### src/rtl/xor_check_monitor.sv
// xor_check_monitor
//   Consumes checked XOR-parity samples (y = a ^ b, y == 1 means pass). It keeps
//   saturating pass/fail totals and the current consecutive-fail run length, and
//   escalates a severity state OK -> WARN -> ERROR -> FATAL. FATAL halts the
//   stream with a sticky flag that only rst removes.
//
// Ports
//   clk       rising-edge clock
//   rst       asynchronous active-high reset
//   in_valid  a y sample is presented this cycle
//   in_ready  monitor accepts samples (low once halted)
//   y         checked result: 1 = pass, 0 = fail
//   clr       synchronous clear of counters and of WARN/ERROR severity
//   sev       severity: 0 OK, 1 WARN, 2 ERROR, 3 FATAL
//   pass_cnt  saturating count of accepted passes
//   fail_cnt  saturating count of accepted fails
//   run_len   saturating length of the current consecutive-fail run
//   halt      sticky, set on FATAL entry
//
// HARD_ERR selects $error (1) or $warning (0) for ERROR/FATAL entry messages,
// so a directed run can walk through FATAL and still inspect the state.
module xor_check_monitor #(
  parameter int CNT_W    = 8,
  parameter int WARN_TH  = 2,
  parameter int ERR_TH   = 4,
  parameter int FATAL_TH = 6,
  parameter bit HARD_ERR = 1'b1
) (
  input  logic             clk,
  input  logic             rst,
  input  logic             in_valid,
  output logic             in_ready,
  input  logic             y,
  input  logic             clr,
  output logic [1:0]       sev,
  output logic [CNT_W-1:0] pass_cnt,
  output logic [CNT_W-1:0] fail_cnt,
  output logic [CNT_W-1:0] run_len,
  output logic             halt
);

  if (!(WARN_TH < ERR_TH && ERR_TH < FATAL_TH && FATAL_TH <= (2 ** CNT_W) - 1)) begin : g_param_check
    $fatal(1, "xor_check_monitor: need WARN_TH < ERR_TH < FATAL_TH <= 2**CNT_W-1");
  end

  typedef enum logic [1:0] {
    SEV_OK    = 2'd0,
    SEV_WARN  = 2'd1,
    SEV_ERR   = 2'd2,
    SEV_FATAL = 2'd3
  } sev_t;

  localparam logic [CNT_W:0] WARN_R  = (CNT_W + 1)'(WARN_TH);
  localparam logic [CNT_W:0] ERR_R   = (CNT_W + 1)'(ERR_TH);
  localparam logic [CNT_W:0] FATAL_R = (CNT_W + 1)'(FATAL_TH);

  sev_t             sev_q, sev_d;
  logic [CNT_W-1:0] pass_q, pass_d;
  logic [CNT_W-1:0] fail_q, fail_d;
  logic [CNT_W-1:0] run_q, run_d;
  logic             halt_q, halt_d;
  logic [CNT_W:0]   run_inc;
  logic             accept;

  assign in_ready = ~halt_q;
  assign accept   = (in_valid === 1'b1) && !halt_q;
  assign run_inc  = {1'b0, run_q} + 1'b1;

  always_comb begin
    sev_d  = sev_q;
    pass_d = pass_q;
    fail_d = fail_q;
    run_d  = run_q;
    halt_d = halt_q;
    // Once halted everything freezes, clr included; only rst leaves FATAL.
    if (!halt_q) begin
      if (clr) begin
        pass_d = '0;
        fail_d = '0;
        run_d  = '0;
        sev_d  = SEV_OK;
      end else if (accept) begin
        if (y) begin
          pass_d = (pass_q == '1) ? pass_q : pass_q + 1'b1;
          run_d  = '0;
          if (sev_q == SEV_WARN) sev_d = SEV_OK;
        end else begin
          fail_d = (fail_q == '1) ? fail_q : fail_q + 1'b1;
          run_d  = (run_q == '1) ? run_q : run_inc[CNT_W-1:0];
          // Escalation compares the post-increment run in CNT_W+1 bits.
          if (run_inc >= FATAL_R) begin
            sev_d  = SEV_FATAL;
            halt_d = 1'b1;
          end else if (run_inc >= ERR_R) begin
            sev_d = SEV_ERR;
          end else if (run_inc >= WARN_R && sev_q == SEV_OK) begin
            sev_d = SEV_WARN;
          end
        end
      end
    end
  end

  always_ff @(posedge clk or posedge rst) begin
    if (rst) begin
      sev_q  <= SEV_OK;
      pass_q <= '0;
      fail_q <= '0;
      run_q  <= '0;
      halt_q <= 1'b0;
    end else begin
      sev_q  <= sev_d;
      pass_q <= pass_d;
      fail_q <= fail_d;
      run_q  <= run_d;
      halt_q <= halt_d;

      assert (!(in_ready && $isunknown(in_valid)))
        else $error("in_valid unknown while in_ready run_len=%0d t=%0t", run_q, $time);

      if (accept && !clr) begin
        assert (y || sev_q != SEV_OK)
          else $info("fail in OK run_len=%0d t=%0t", run_d, $time);
        assert (!(sev_d == SEV_WARN && sev_q != SEV_WARN))
          else $warning("WARN entered run_len=%0d t=%0t", run_d, $time);
        assert (!(sev_d == SEV_ERR && sev_q != SEV_ERR))
          else if (HARD_ERR) $error("ERROR entered run_len=%0d t=%0t", run_d, $time);
          else $warning("ERROR entered run_len=%0d t=%0t", run_d, $time);
        assert (!(sev_d == SEV_FATAL && sev_q != SEV_FATAL))
          else if (HARD_ERR) $error("FATAL run_len=%0d t=%0t", run_d, $time);
          else $warning("FATAL run_len=%0d t=%0t", run_d, $time);
      end
    end
  end

  assign sev      = sev_q;
  assign pass_cnt = pass_q;
  assign fail_cnt = fail_q;
  assign run_len  = run_q;
  assign halt     = halt_q;

endmodule

### config.mk
export PLATFORM = sky130hd
export DESIGN_NAME = xor_check_monitor
export DESIGN_NICKNAME = d
export VERILOG_FILES = /design/src/rtl/xor_check_monitor.sv
export SDC_FILE = /design/constraint.sdc
export NUM_CORES = 1
export LEC_CHECK = 0
export ABC_AREA = 1
export CAP_MARGIN = 20
export CORE_ASPECT_RATIO = 1.25
export CORE_MARGIN = 2
export CORE_UTILIZATION = 35
export DETAILED_ROUTE_END_ITERATION = 8
export PLACE_DENSITY = 0.57
export SETUP_SLACK_MARGIN = 0.2
export SLEW_MARGIN = 0
export SYNTH_ARGS = -nofsm -noshare
export SYNTH_HDL_FRONTEND = slang
export SYNTH_SLANG_ARGS = --single-unit
### constraint.sdc
create_clock -name clk -period 1.6 [get_ports clk]
set_input_delay 0.24 -clock clk [delete_from_list [all_inputs] [get_ports clk]]
set_output_delay 0.24 -clock clk [all_outputs]
set_load 0.1 [all_outputs]
==> results.md, run 1 <==
- CTS tree: done
- HPWL after detailed placement: 3105 um
- Overall Power: 1.182 mW
- WS Path Type: reg2reg
- Pleak: 1.451 nW
- DRT Pass-1 Iters: 4
- Remaining global-route overflow: 0
- Fin Setup TNS: 0 ns
- Crit Path Max Fanout: 4
- Worst slack at placement: -0.2362 ns
- Max-slew violations: 0
- Iter 0 DRT Violations: 95
- Final setup vio count: 0
- Setup WS post-layout: 0.02645 ns
- Post-route ant nets: 0
- CTS Hold Bufs: 0
- Most used DFF post-synth: dfrtp_1
- Register-to-Register Path Depth: 10
- RSZ-0062 raised after global routing: yes
- Fill count: 297
- FMAX: 0.6355 GHz
- CTS root buf: clkbuf_8
- Rel. slew slack: 74.32%
- Max IR drop VDD: 0.3687 mV
- Die ar.: 0.005197 mm2
- Core Area: 0.004425 mm2
- Final Hold Fails: 0
- PD cells: 355.4 mW/mm2
- Layout cells sized above 1: 68.35%
- Sequential-to-total area share from yosys stat: 41.67%
- Worst Path Arrival: 1.79 ns
- Initial antenna violation count: 0
- R2R Path Start: run_len[0]
- Initial core utilization: 36.64%
- TritonCTS buffer count: 3
- Setup crit end kind: flip-flop
- Post-synth EDFFs: 0
- Drt drc: 0
- Clock Skew: 0.01265 ns
- Synth top area share: 41.67%
- Via count: 1,779
- Register bit total from synthesis: 27
- Synthesized net count: 211
- Ys Warns: 0
- First-pass GRT wire length: 8024 um
- Placed cells: 325
- Overall Global Routing Usage: 19.42%
- Fin cells: 355
- Syn_area_per_cell: 8.028 um2
- Mapped Area: 0.001622 mm2
- Max Cap Violations: 0
- Skew-Pair Late Insertion Delay: 0.29 ns
- Placer congestion estimate: 0.7935
- CP Launch Point: run_len[0]
- IO buf count: 32
- Worst Setup Start Kind: flip-flop
- Nets: 307
- Synth top area cells: dfrtp_1 (42%), nand2_1 (9.5%), nand3_1 (6.2%), inv_1 (5.1%), xor2_1 (3.2%)
- Drt wl/cell: 14.67 um
- DRT Wirelength: 5209 um
- Largest net degree at the start of global routing: 28
- I/O Pins: 33
- Post-Syn Instances: 202
- Layout area overhead: 105.2%
- Number of H-tree levels: 1
- Final min period: 1.574 ns
- Die width: 64.88 um
- Outcome: completed
- Ys async rst share: 100.0%
- Library cells used by synthesis: 33
- N_diodes: 0
- Clk buf depth: 2
- Reg clk slew, reported paths: 0.12 ns
- Worst EP required: 1.81 ns
- Leading area contributor after synthesis: dfrtp_1
- Vias in the first global route: 1,777
- Tcrit/Tclk final: 98.35%
- Sink Count: 27
- Row count: 27
- Worst slew pin tran: 0.3852 ns
- DR vias/cell: 5.011
- Vert. Die Dim: 80.10 um
- Worst Hold Class: in2async
-- timing repair --
item | CTS | global route
buffers inserted | 13 | 12
gates cloned | 1 | 0
endpoints found under the hold margin | 0 | 0
resized for setup | 53 | 58
pin swaps | 25 | 34
setup endpoints to repair | 27 | 28
-- critical path, cell delays in order (launching register included) --
cell and delay, ns:
dfrtp_4 0.54, ha_4 0.18, nand2_4 0.08, inv_4 0.06, nand3_2 0.09, nand3_2 0.09, nor2_4 0.15, nand3_2 0.11
nand2_4 0.11, nand2_2 0.05, o21ai_2 0.05
-- power breakdown --
part / internal, mW / total, mW / switching [mW]
Combinational: 0.0246 / 0.0649 / 0.0403
Sequential: 0.682 / 0.682 / 0
Clock: 0.183 / 0.436 / 0.253
-- cell type report --
cell class / instances / area (um2) / area share (%)
Inverter: 26 / 110.1 / 3.310
Clock buffer: 3 / 41.29 / 1.241
Tap cell: 58 / 72.57 / 2.181
Clock inverter: 1 / 8.758 / 0.2633
Sequential cell: 27 / 716.9 / 21.55
Multi-Input combinational cell: 147 / 1241 / 37.31
Timing Repair Buffer: 93 / 1136 / 34.15
-- routing by layer --
layer	wire, um	global-route usage, %	up-vias
met3	145	2.521	8
met2	2932	37.32	38
met5	0	0	-
met1	2050	22.36	864
li1	-	-	869
met4	81	4.681	0
-- cells in the final DEF (no fill, tap or decap), types with 8 or more instances in the layout --
cell type  Yosys  layout
buf_12         0      28
buf_4          2      40
buf_6          1      21
dfrtp_1       27       8
dfrtp_2        0      12
inv_1         22      15
nand2_1       41      22
nand2_2        5      12
nand2_4        0      11
nand3_1       20      12
nand3_2        2      10
nor2_4         1       8
-- state kept, by name, summed over array words and instances (netlist names) --
name,count
sev,2
fail_cnt,8
halt,1
pass_cnt,8
run_len,8
-- stage by stage --
step	utilization, %	cell area [um2]	hold slack [ns]
floorplan	-	1723	0.2920
finish	75.18	3327	0.3113
global placement	59.57	2636	0.5572
detailed placement	59.57	2636	0.5699
global route	75.18	3327	0.3673
CTS	67.43	2984	0.3284
-- path summary, 6_finish.rpt --
path,endpoint,slack (ns)
max reg2reg,sev[0],0.03
min reg2reg,pass_cnt[7],0.63
min,run_len[5],0.31
min in group clk,pass_cnt[5],0.58
max in group asynchronous,run_len[2],0.98
max,sev[0],0.03
-- cell usage after synthesis (3+ instances only) --
| library cell | n |
|---|---|
| dfrtp_1 | 27 |
| nand4_1 | 3 |
| nand2_1 | 41 |
| nand2_2 | 5 |
| o21ai_0 | 9 |
| a21oi_1 | 8 |
| nand3_1 | 20 |
| nor3_1 | 4 |
| ha_1 | 4 |
| nor2_1 | 12 |
| o22ai_1 | 5 |
| inv_1 | 22 |
| inv_2 | 4 |
| o31ai_1 | 5 |
| nor2_2 | 6 |
| xor2_1 | 6 |
-- cells by family (layout without fill, tap and decap cells) --
| logic type | after synthesis | count (layout) | share of synthesized area, % |
|---|---|---|---|
| simple gates | 100 | 101 | 30.09 |
| compound gates | 35 | 35 | 13.74 |
| buf+inv | 29 | 123 | 7.638 |
| flops | 27 | 27 | 41.67 |
| xor+xnor | 7 | 7 | 3.781 |
| fa+ha+maj | 4 | 4 | 3.087 |
(Power assumes the default switching activity.)
==> run 2: changes to the inputs <==
--- a/config.mk
+++ b/config.mk
@@ -6,7 +6,6 @@
 export NUM_CORES = 1
 export LEC_CHECK = 0
 export ABC_AREA = 1
-export CAP_MARGIN = 20
 export CORE_ASPECT_RATIO = 1.25
 export CORE_MARGIN = 2
 export CORE_UTILIZATION = 35
==> results of run 2 <==
The final DEF is identical to that of run 1; final timing and power are the same.
==> run 3: changes to the inputs <==
--- a/config.mk
+++ b/config.mk
@@ -10,9 +10,7 @@
 export CORE_MARGIN = 2
 export CORE_UTILIZATION = 35
 export DETAILED_ROUTE_END_ITERATION = 8
-export PLACE_DENSITY = 0.57
 export SETUP_SLACK_MARGIN = 0.2
-export SLEW_MARGIN = 0
 export SYNTH_ARGS = -nofsm -noshare
 export SYNTH_HDL_FRONTEND = slang
 export SYNTH_SLANG_ARGS = --single-unit
==> results.md, run 3 (synthesized netlist as in run 1, its figures left out) <==
- Outcome: completed
- TritonCTS buffer count: 3 (unchanged)
- Initial core utilization: 36.64% (unchanged)
- DRT Wirelength: 5459 um (+4.8%)
- Most common cell on crit path: nand2_2
- Row count: 27 (unchanged)
- CTS Hold Bufs: 0 (unchanged)
- Die ar.: 0.005197 mm2 (unchanged)
- Worst EP required: 1.82 ns (about the same)
- Crit Path Max Fanout: 4 (unchanged)
- Critical path's slowest cell: dfrtp_4
- Fin cells: 357 (+0.56%)
- Tcrit/Tclk final: 98.19% (-0.16 points)
- Post-route ant nets: 0 (unchanged)
- Worst Path Arrival: 1.79 ns (about the same)
- Nets: 309 (+0.65%)
- Register-to-Register Path Depth: 10 (unchanged)
- Finished layout cell area: 0.003373 mm2 (+1.4%)
- Pleak: 1.475 nW (+1.7%)
- Clock Skew: 0.003969 ns (-0.008680 ns)
- Fill count: 269 (-9.4%)
- Layout area overhead: 108.0%
- CTS tree: done
- Sink Count: 27 (unchanged)
- Setup crit end kind: flip-flop
- CP cell instances: ha_4, nand2_4, o21bai_1, nand2_2, nand2_2, nor2_4, nand3_2, nand2_2, nand2_1, o21ai_2
- Final setup vio count: 0 (unchanged)
- Drt wl/cell: 15.29 um (+4.2%)
- RSZ-0062 raised after global routing: yes
- Number of H-tree levels: 1 (unchanged)
- HPWL after detailed placement: 3138 um (+1.0%)
- Overall Global Routing Usage: 19.42% (about the same)
- Core Area: 0.004425 mm2 (unchanged)
- Final min period: 1.571 ns (-0.002492 ns)
- PD cells: 343.6 mW/mm2 (-3.3%)
- Rel. slew slack: 75.04% (+0.72 points)
- Most common cell after layout, fill and taps aside: buf_4
- DR vias/cell: 5.064 (+1.1%)
- Worst Hold Class: in2async
- Reg clk slew, reported paths: 0.10 ns (-0.02 ns)
- CP peak stage delay: 0.55 ns (about the same)
- Worst slack at placement: -0.1870 ns (+0.04921 ns)
- Drt drc: 0 (unchanged)
- N_diodes: 0 (unchanged)
- Max-slew violations: 0 (unchanged)
- Initial antenna violation count: 0 (unchanged)
- First-pass GRT wire length: 7838 um (-2.3%)
- Vert. Die Dim: 80.10 um (unchanged)
- Layout cells sized above 1: 69.23% (+0.88 points)
- Cell Area, Placed: 0.002596 mm2 (-1.5%)
- Placer congestion estimate: 0.7983 (+0.60%)
- Via count: 1,808 (+1.6%)
- Die width: 64.88 um (unchanged)
- Max IR drop VDD: 0.2485 mV (-33%)
- Largest net degree at the start of global routing: 28 (unchanged)
- Setup WS post-layout: 0.02894 ns (+0.002492 ns)
- Overall Power: 1.159 mW (-2.0%)
- DRT Pass-1 Iters: 5 (+1)
- Worst slew pin tran: 0.3744 ns (-0.01078 ns)
- Clk buf depth: 2 (unchanged)
- Iter 0 DRT Violations: 84 (-12%)
- FMAX: 0.6365 GHz (+0.16%)
- Final Hold Fails: 0 (unchanged)
- CTS root buf: clkbuf_8
- WS Path Type: reg2reg
- I/O Pins: 33 (unchanged)
- Max Cap Violations: 0 (unchanged)
- Placed cells: 318 (-2.2%)
- Most frequent cells in the layout: buf_4 (48), buf_12 (29), nand2_1 (21)
- Remaining global-route overflow: 0 (unchanged)
- Skew-Pair Late Insertion Delay: 0.28 ns (about the same)
- Worst Setup Start Kind: flip-flop
- Vias in the first global route: 1,765 (-0.68%)
- IO buf count: 32 (unchanged)
-- run 3: cell count changes in the layout (fill, tap and decap cells not counted), sizes merged --
cell,previous run,this run
clkinvlp,2,1
clkinv,0,1
buf,89,91
-- run 3: worst max-delay path, delay by kind of cell (launching register included) --
kind | cells | cell delay, ns
fa+ha+maj | 1 | 0.19
simple gates | 7 | 0.63
compound gates | 2 | 0.14
flops | 1 | 0.55
-- run 3: timing repair --
action | in CTS | in global routing
cloned | 0 | 1
resized for setup | 42 | 66
endpoints found under the setup margin | 27 | 28
setup buffers | 14 | 20
pin swaps | 19 | 22
-- run 3: cell type report --
cell class                 instances  area [um2]  area share, %
multi-input combinational        147        1291          38.28
inverter                          26       108.9          3.227
clock inverter                     1       5.005         0.1484
clock buffer                       3       41.29          1.224
sequential                        27       716.9          21.25
timing repair buffer              95        1137          33.72
tap                               58       72.57          2.151
-- run 3: power breakdown --
part	internal [mW]	total, mW	switching, mW
Sequential	0.681	0.681	0
Combinational	0.0216	0.0633	0.0417
Clock	0.175	0.414	0.239
-- run 3: worst paths after layout --
path,startpoint,end,slack (ns)
worst max-delay path,run_len[0],sev[0],0.03
worst min-delay path,rst,halt,0.31
worst max register to register,run_len[0],sev[0],0.03
worst min register to register,fail_cnt[4],fail_cnt[4],0.58
max in group asynchronous,rst,run_len[4],0.98
min in group clk,fail_cnt[4],fail_cnt[4],0.58
-- run 3: routing by layer --
metal	global-route usage (%)	vias to the layer above	routed length, um
li1	-	875	-
met1	21.66	888	2030
met2	36.70	35	3178
met3	1.821	10	135
met4	8.723	0	115
met5	0	-	0
-- run 3: stage by stage --
step | util (%) | hold WS [ns] | TNS, ns
global route | 76.22 | 0.3681 | -0.1687
CTS | 65.54 | 0.3310 | 0
floorplan | - | 0.2920 | -7.776
finish | 76.22 | 0.3117 | 0
global placement | 58.67 | 0.5419 | -2.480
detailed placement | 58.67 | 0.5542 | -3.234
==> variant 1: new RTL, flow settings as in run 2 <==
Change the parameter `CNT_W` from 8 to 6.
--- a/src/rtl/xor_check_monitor.sv
+++ b/src/rtl/xor_check_monitor.sv
@@ -22,3 +22,3 @@
 module xor_check_monitor #(
-  parameter int CNT_W    = 8,
+  parameter int CNT_W    = 6,
   parameter int WARN_TH  = 2,
Ports: changed (resized fail_cnt, pass_cnt and run_len); port bits go from 33 to 27. No check against the original RTL was run, so the function may have changed too.
==> variant 1 against run 2 <==
Routed wire length is 31% lower; count of clock-buffer cells in the layout is 1 higher; worst hold slack better by 5.7 ps; sequential power is 22% lower; design area is 31% lower; sequential cell count is 6 lower; area after synthesis is 22% lower; final cell count is 28% lower; power is 21% lower; worst setup slack hardly changed; sequential share of layout area is 2.2 points higher.
==> variant 1: results (changes against run 2) <==
- The total routing usage reported by global routing is 0.175 (-0.0188).
- The via-per-instance ratio was 5.07 (+1.3%).
- The number of DRC markers in iteration 0 came to 46 (-52%).
- The multi-input combinational cell count was 110 (-25%).
- The number of ordinary and repair buffers in the finished layout is 57 (-39%).
- The number of flip-flops and latches is 21 (-22%).
- The via count of the first global-routing pass is 1303 (-27%).
- The count of buffers from port buffering is 26 (-19%).
- The count of filler cells inserted in the layout is 269 (-9.4%).
- After synthesis, the cell types taking the most area are sky130_fd_sc_hd__dfrtp_1, sky130_fd_sc_hd__nand2_1, sky130_fd_sc_hd__nand3_1, sky130_fd_sc_hd__inv_1, sky130_fd_sc_hd__ha_1.
- The total placed instance area is 0.00193 mm2 (-27%).
- The measured slew at the worst slew-check pin was 312 ps (-73.2 ps).
- The portion of the post-synthesis area used by sequential elements was 0.418 (+0.00124).
- The proportion of layout cells with a drive suffix above 1 came to 0.567 (-0.116).
- The worst clock skew is 7.51 ps (-5.14 ps).
- The pin count of the biggest net entering global routing is 22 (-21%).
- The number of gates resized after cts came to 11 (-79%).
- The cell depth of the worst flop-to-flop path is 12 (+2).
- The clock network area share is 0.0196 (+0.00451).
- The run finished with clean final reports.
- Sorting the synthesized cells by how often they occur yields sky130_fd_sc_hd__nand2_1, sky130_fd_sc_hd__dfrtp_1, sky130_fd_sc_hd__nand3_1, sky130_fd_sc_hd__inv_1, sky130_fd_sc_hd__nor2_1.
- The clock buffer count in the final layout was 4 (+1).
- The biggest fanout along the worst timing path is 3 (-1).
- The HPWL after detailed placement is 2360 um (-24%).
- The count of different cell masters after synthesis is 32 (-3.0%).
-- variant 1: cell types whose count changed after synthesis, sizes merged, moves of 2 or more --
cell | run 2 | this run
nand3 | 22 | 20
dfrtp | 27 | 21
nand4 | 4 | 2
inv | 26 | 23
a21oi | 9 | 3
o31ai | 5 | 2
nand2 | 46 | 37
nor2 | 19 | 13
buf | 3 | 0
xor2 | 6 | 2
-- variant 1: final timing paths --
| check | start | endpoint | slack (ps) |
|---|---|---|---|
| worst max-delay path | run_len[1]$_DFFE_PP0P_ | sev[0]$_DFFE_PP0P_ | 30 |
| worst min-delay path | rst | pass_cnt[3]$_DFFE_PP0P_ | 320 |
| worst max register to register | run_len[1]$_DFFE_PP0P_ | sev[0]$_DFFE_PP0P_ | 30 |
| worst min register to register | sev[1]$_DFFE_PP0P_ | sev[1]$_DFFE_PP0P_ | 630 |
| max in group asynchronous | rst | run_len[0]$_DFFE_PP0P_ | 1040 |
| min in group clk | clr | fail_cnt[2]$_DFFE_PP0P_ | 550 |
-- variant 1: per-stage QoR --
step | utilization | worst slack [ps] | hold slack (ps) | setup TNS, ps | cells
3_5_place_dp | 0.558 | -193 | 541 | -2350 | 231
6_report | 0.667 | 26.5 | 317 | 0 | 254
3_3_place_gp | 0.558 | -165 | 534 | -1870 | 231
5_1_grt | 0.667 | -73.5 | 364 | -95.3 | 254
4_1_cts | 0.608 | 14.6 | 321 | 0 | 247
2_1_floorplan | - | -423 | 216 | -6190 | 153
-- variant 1: critical path, stage by stage (launching register included) --
cell and delay [ps]:
sky130_fd_sc_hd__dfrtp_4 510, sky130_fd_sc_hd__ha_4 190, sky130_fd_sc_hd__nand3_2 70, sky130_fd_sc_hd__nand2_1 60, sky130_fd_sc_hd__nand2_2 80, sky130_fd_sc_hd__nand2_2 60, sky130_fd_sc_hd__nor2_4 100, sky130_fd_sc_hd__buf_4 130
sky130_fd_sc_hd__nand3_2 60, sky130_fd_sc_hd__nand2_1 70, sky130_fd_sc_hd__nand2_1 50, sky130_fd_sc_hd__nand2_1 60, sky130_fd_sc_hd__nand2_1 50
-- variant 1: power breakdown --
group          switching [uW]  total [uW]  internal (uW)
registers                   0         530            530
clock network             172         349            178
logic                    31.6        49.2           17.6
total                     203         929            725
-- variant 1: cells by family (layout without fill, tap and decap cells) --
kind of cell	Yosys count	in the layout	share of synthesized area
buf+inv	23	84	0.0707
compound gates	23	23	0.126
xor+xnor	3	3	0.0209
flops	21	21	0.418
simple gates	79	80	0.324
fa+ha+maj	4	4	0.0398
-- variant 1: layer usage --
layer	vias up	global-route usage	routed length, um
li1	626	-	-
met5	-	0	0
met3	7	0.0256	111
met1	630	0.203	1350
met4	0	0.0568	59
met2	26	0.323	2090
==> variant 2: new RTL, settings of run 2 <==
Without the edit above. Register the output `fail_cnt` once more; this adds one clock of latency there. The other outputs are not delayed to match.
--- a/src/rtl/xor_check_monitor.sv
+++ b/src/rtl/xor_check_monitor.sv
@@ -137,3 +137,5 @@
   assign pass_cnt = pass_q;
-  assign fail_cnt = fail_q;
+  always_ff @(posedge clk) begin
+    fail_cnt <= fail_q;
+  end
   assign run_len  = run_q;
Behaviour: not the same (a bounded check fails within 4 cycles, from zero or initial values and one cycle with rst high).
==> variant 2 against run 2 <==
Routed wire length shrank 5.0%; design area shrank 3.5%; first-iteration DRC count grew 4.2%; worst setup slack gained 58 ps; area after synthesis grew 11%; final cell count grew 2.8%; sequential cell count grew 8; clock skew shrank 5.3 ps; fmax grew 3.8%; critical path type unchanged; highest routed layer unchanged.
Power is not compared: it rests on default switching activity, and its combinational part moved more than twofold at a synthesized area within 25%.
==> variant 2: results (changes against run 2) <==
- The largest incremental delay on the critical path came to 520 ps (-20 ps).
- The slack of the worst reg-to-reg path came to 80 ps (+60 ps).
- The synthesis warning total is 0 (unchanged).
- The routability congestion estimate is 0.791 (-0.38%).
- The biggest fanout along the worst timing path came to 5 (+1).
- The detailed-routing iteration count for the pre-antenna-repair pass is 4 (unchanged).
- The number of placed cells counting well taps is 334 (+2.8%).
- The pin count of the biggest net entering global routing is 28 (unchanged).
- The worst clock skew is 7.36 ps (-5.29 ps).
- The final number of setup-violating endpoints is 0 (unchanged).
- The cell at the root of the clock tree is sky130_fd_sc_hd__clkbuf_8.
- The clock latency reported for the late side of the worst-skew pair is 290 ps (about the same).
- The launching instance or port of the critical path is run_len[0]$_DFFE_PP0P_.
- The cell area after layout is 0.00321 mm2 (-3.5%).
- The count of buffers from port buffering is 32 (unchanged).
- STA classifies the critical path startpoint as a register.
- The maximum buffer depth of the clock tree is 2 (unchanged).
- The number of max-slew violations in the final report is 0 (unchanged).
- The proportion of layout cells with a drive suffix above 1 was 0.531 (-0.152).
- The global-route wire length before repair was 8350 um (+4.1%).
- The post-synthesis area per instance is 8.12 um2 (+1.2%).
- The HPWL after detailed placement is 3260 um (+5.0%).
- The level count of the clock H-tree is 2 (+1).
- The via count is 1792 (+0.73%).
- The count of inserted antenna diode cells was 0 (unchanged).
- The total routing usage reported by global routing is 0.190 (-0.00390).
- The critical path ends at run_len[5]$_DFFE_PP0P_.
- The run finished with clean final reports.
- The clock-pin slew on the worst setup and hold paths is 80 ps (-40 ps).
- The count of different cell masters after synthesis was 29 (-12%).
- The total placed instance area is 0.00274 mm2 (+3.9%).
- The post-synthesis net count is 231 (+9.5%).
- The worst-path cell with the longest stage delay is sky130_fd_sc_hd__dfrtp_4.
- The arrival time reported for the critical path endpoint is 1710 ps (-80 ps).
- The routed length per instance came to 13.6 um (-7.6%).
- The analysis attributes to cell leakage a power of around 0.0014 uW.
- The worst hold path belongs to the class input port to register.
- The count of filler cells inserted in the layout was 422 (+42%).
- By area the synthesized netlist is led by sky130_fd_sc_hd__dfrtp_1, sky130_fd_sc_hd__nand2_1, sky130_fd_sc_hd__dfxtp_1, sky130_fd_sc_hd__nand3_1, sky130_fd_sc_hd__inv_1.
- The portion of the post-synthesis area used by sequential elements is 0.464 (+0.0469).
- The fraction of registers with async set/reset is 0.771 (-0.229).
- The net count reported at finish is 311 (+1.3%).
- The remaining antenna violation count is 0 (unchanged).
- The worst-case IR drop observed on VDD is between 0.5 and 0.6 mV.
- By count the netlist is led by sky130_fd_sc_hd__nand2_1, sky130_fd_sc_hd__inv_1, sky130_fd_sc_hd__dfrtp_1, sky130_fd_sc_hd__nand3_1, sky130_fd_sc_hd__o21ai_1.
- The number of standard cells in the final layout excluding fillers is 365 (+2.8%).
- The cell depth of the worst flop-to-flop path is 8 (-2).
- The measured slew at the worst slew-check pin is 366 ps (-19.4 ps).
- The number of DRC markers in iteration 0 came to 99 (+4.2%).
- The initial antenna violation count is 0 (unchanged).
- The CTS buffer count is 5 (+2).
[variant 2: cell count changes after synthesis, sizes merged, moves of 2 or more]
cell | run 2 | this run
o21ai | 12 | 21
o31ai | 5 | 3
nor3 | 5 | 7
nand2 | 46 | 49
nand4 | 4 | 6
nand3 | 22 | 24
inv | 26 | 36
dfxtp | 0 | 8
o22ai | 5 | 3
a21oi | 9 | 6
nor2 | 19 | 15
[variant 2: worst max-delay path, delay by kind of cell, from the launching register on]
kind	cells	cell delay (ps)
buffers and inverters	3	210
AOI/OAI and AO/OA	1	180
and+or+nand+nor	3	310
adders and majority gates	1	190
DFF	1	520
[variant 2: repair_timing]
action	4_1_cts	5_1_grt
cloned	1	0
pin swaps	17	13
endpoints found under the setup margin	27	27
gates resized for setup	24	25
hold endpoints to repair	0	0
buffers inserted	15	7
[variant 2: power breakdown]
group	total [uW]	switching, uW	internal, uW
logic	682	431	251
registers	992	55.4	936
clock network	831	327	504
[variant 2: final cells by class]
class                           instances  area, um2  area share
Tap cell                               62       77.6      0.0242
Inverter                               36        149      0.0464
Multi-Input combinational cell        150       1060       0.331
Sequential cell                        35        882       0.275
Clock buffer                            6       82.6      0.0257
Timing Repair Buffer                   74        921       0.287
Clock inverter                          2       35.0      0.0109
[variant 2: kinds of logic after synthesis]
group / after synthesis / synth area share
buf+inv: 38 / 0.0819
flops: 35 / 0.464
xor+xnor: 5 / 0.0243
simple gates: 106 / 0.284
fa+ha+maj: 4 / 0.0278
compound gates: 34 / 0.119
[variant 2: stage by stage]
| step | utilization | worst slack [ps] |
|---|---|---|
| detailed placement | 0.547 | -265 |
| floorplan | - | -75.6 |
| CTS | 0.613 | 114 |
| global placement | 0.547 | -220 |
| global route | 0.641 | 4.28 |
| finish | 0.641 | 84.6 |
[variant 2: how the worst min path moves through the flow]
stage | start | end | slack [ps] | depth (start not counted)
2_1_floorplan | rst | fail_q[0]$_DFFE_PP0P_ | 290 | 1
3_3_place_gp | fail_q[5]$_DFFE_PP0P_ | fail_cnt[5]$_DFF_P_ | 390 | 0
3_5_place_dp | fail_q[5]$_DFFE_PP0P_ | fail_cnt[5]$_DFF_P_ | 390 | 0
4_1_cts | rst | run_len[2]$_DFFE_PP0P_ | 320 | 3
5_1_grt | in_valid | halt$_DFF_PP0_ | 310 | 3
6_report | in_valid | halt$_DFF_PP0_ | 290 | 3
[variant 2: layer usage]
layer  wire [um]  global-route usage
met4          76              0.0545
met3         149              0.0322
met1        2060               0.243
met5           0                   0
met2        2660               0.323
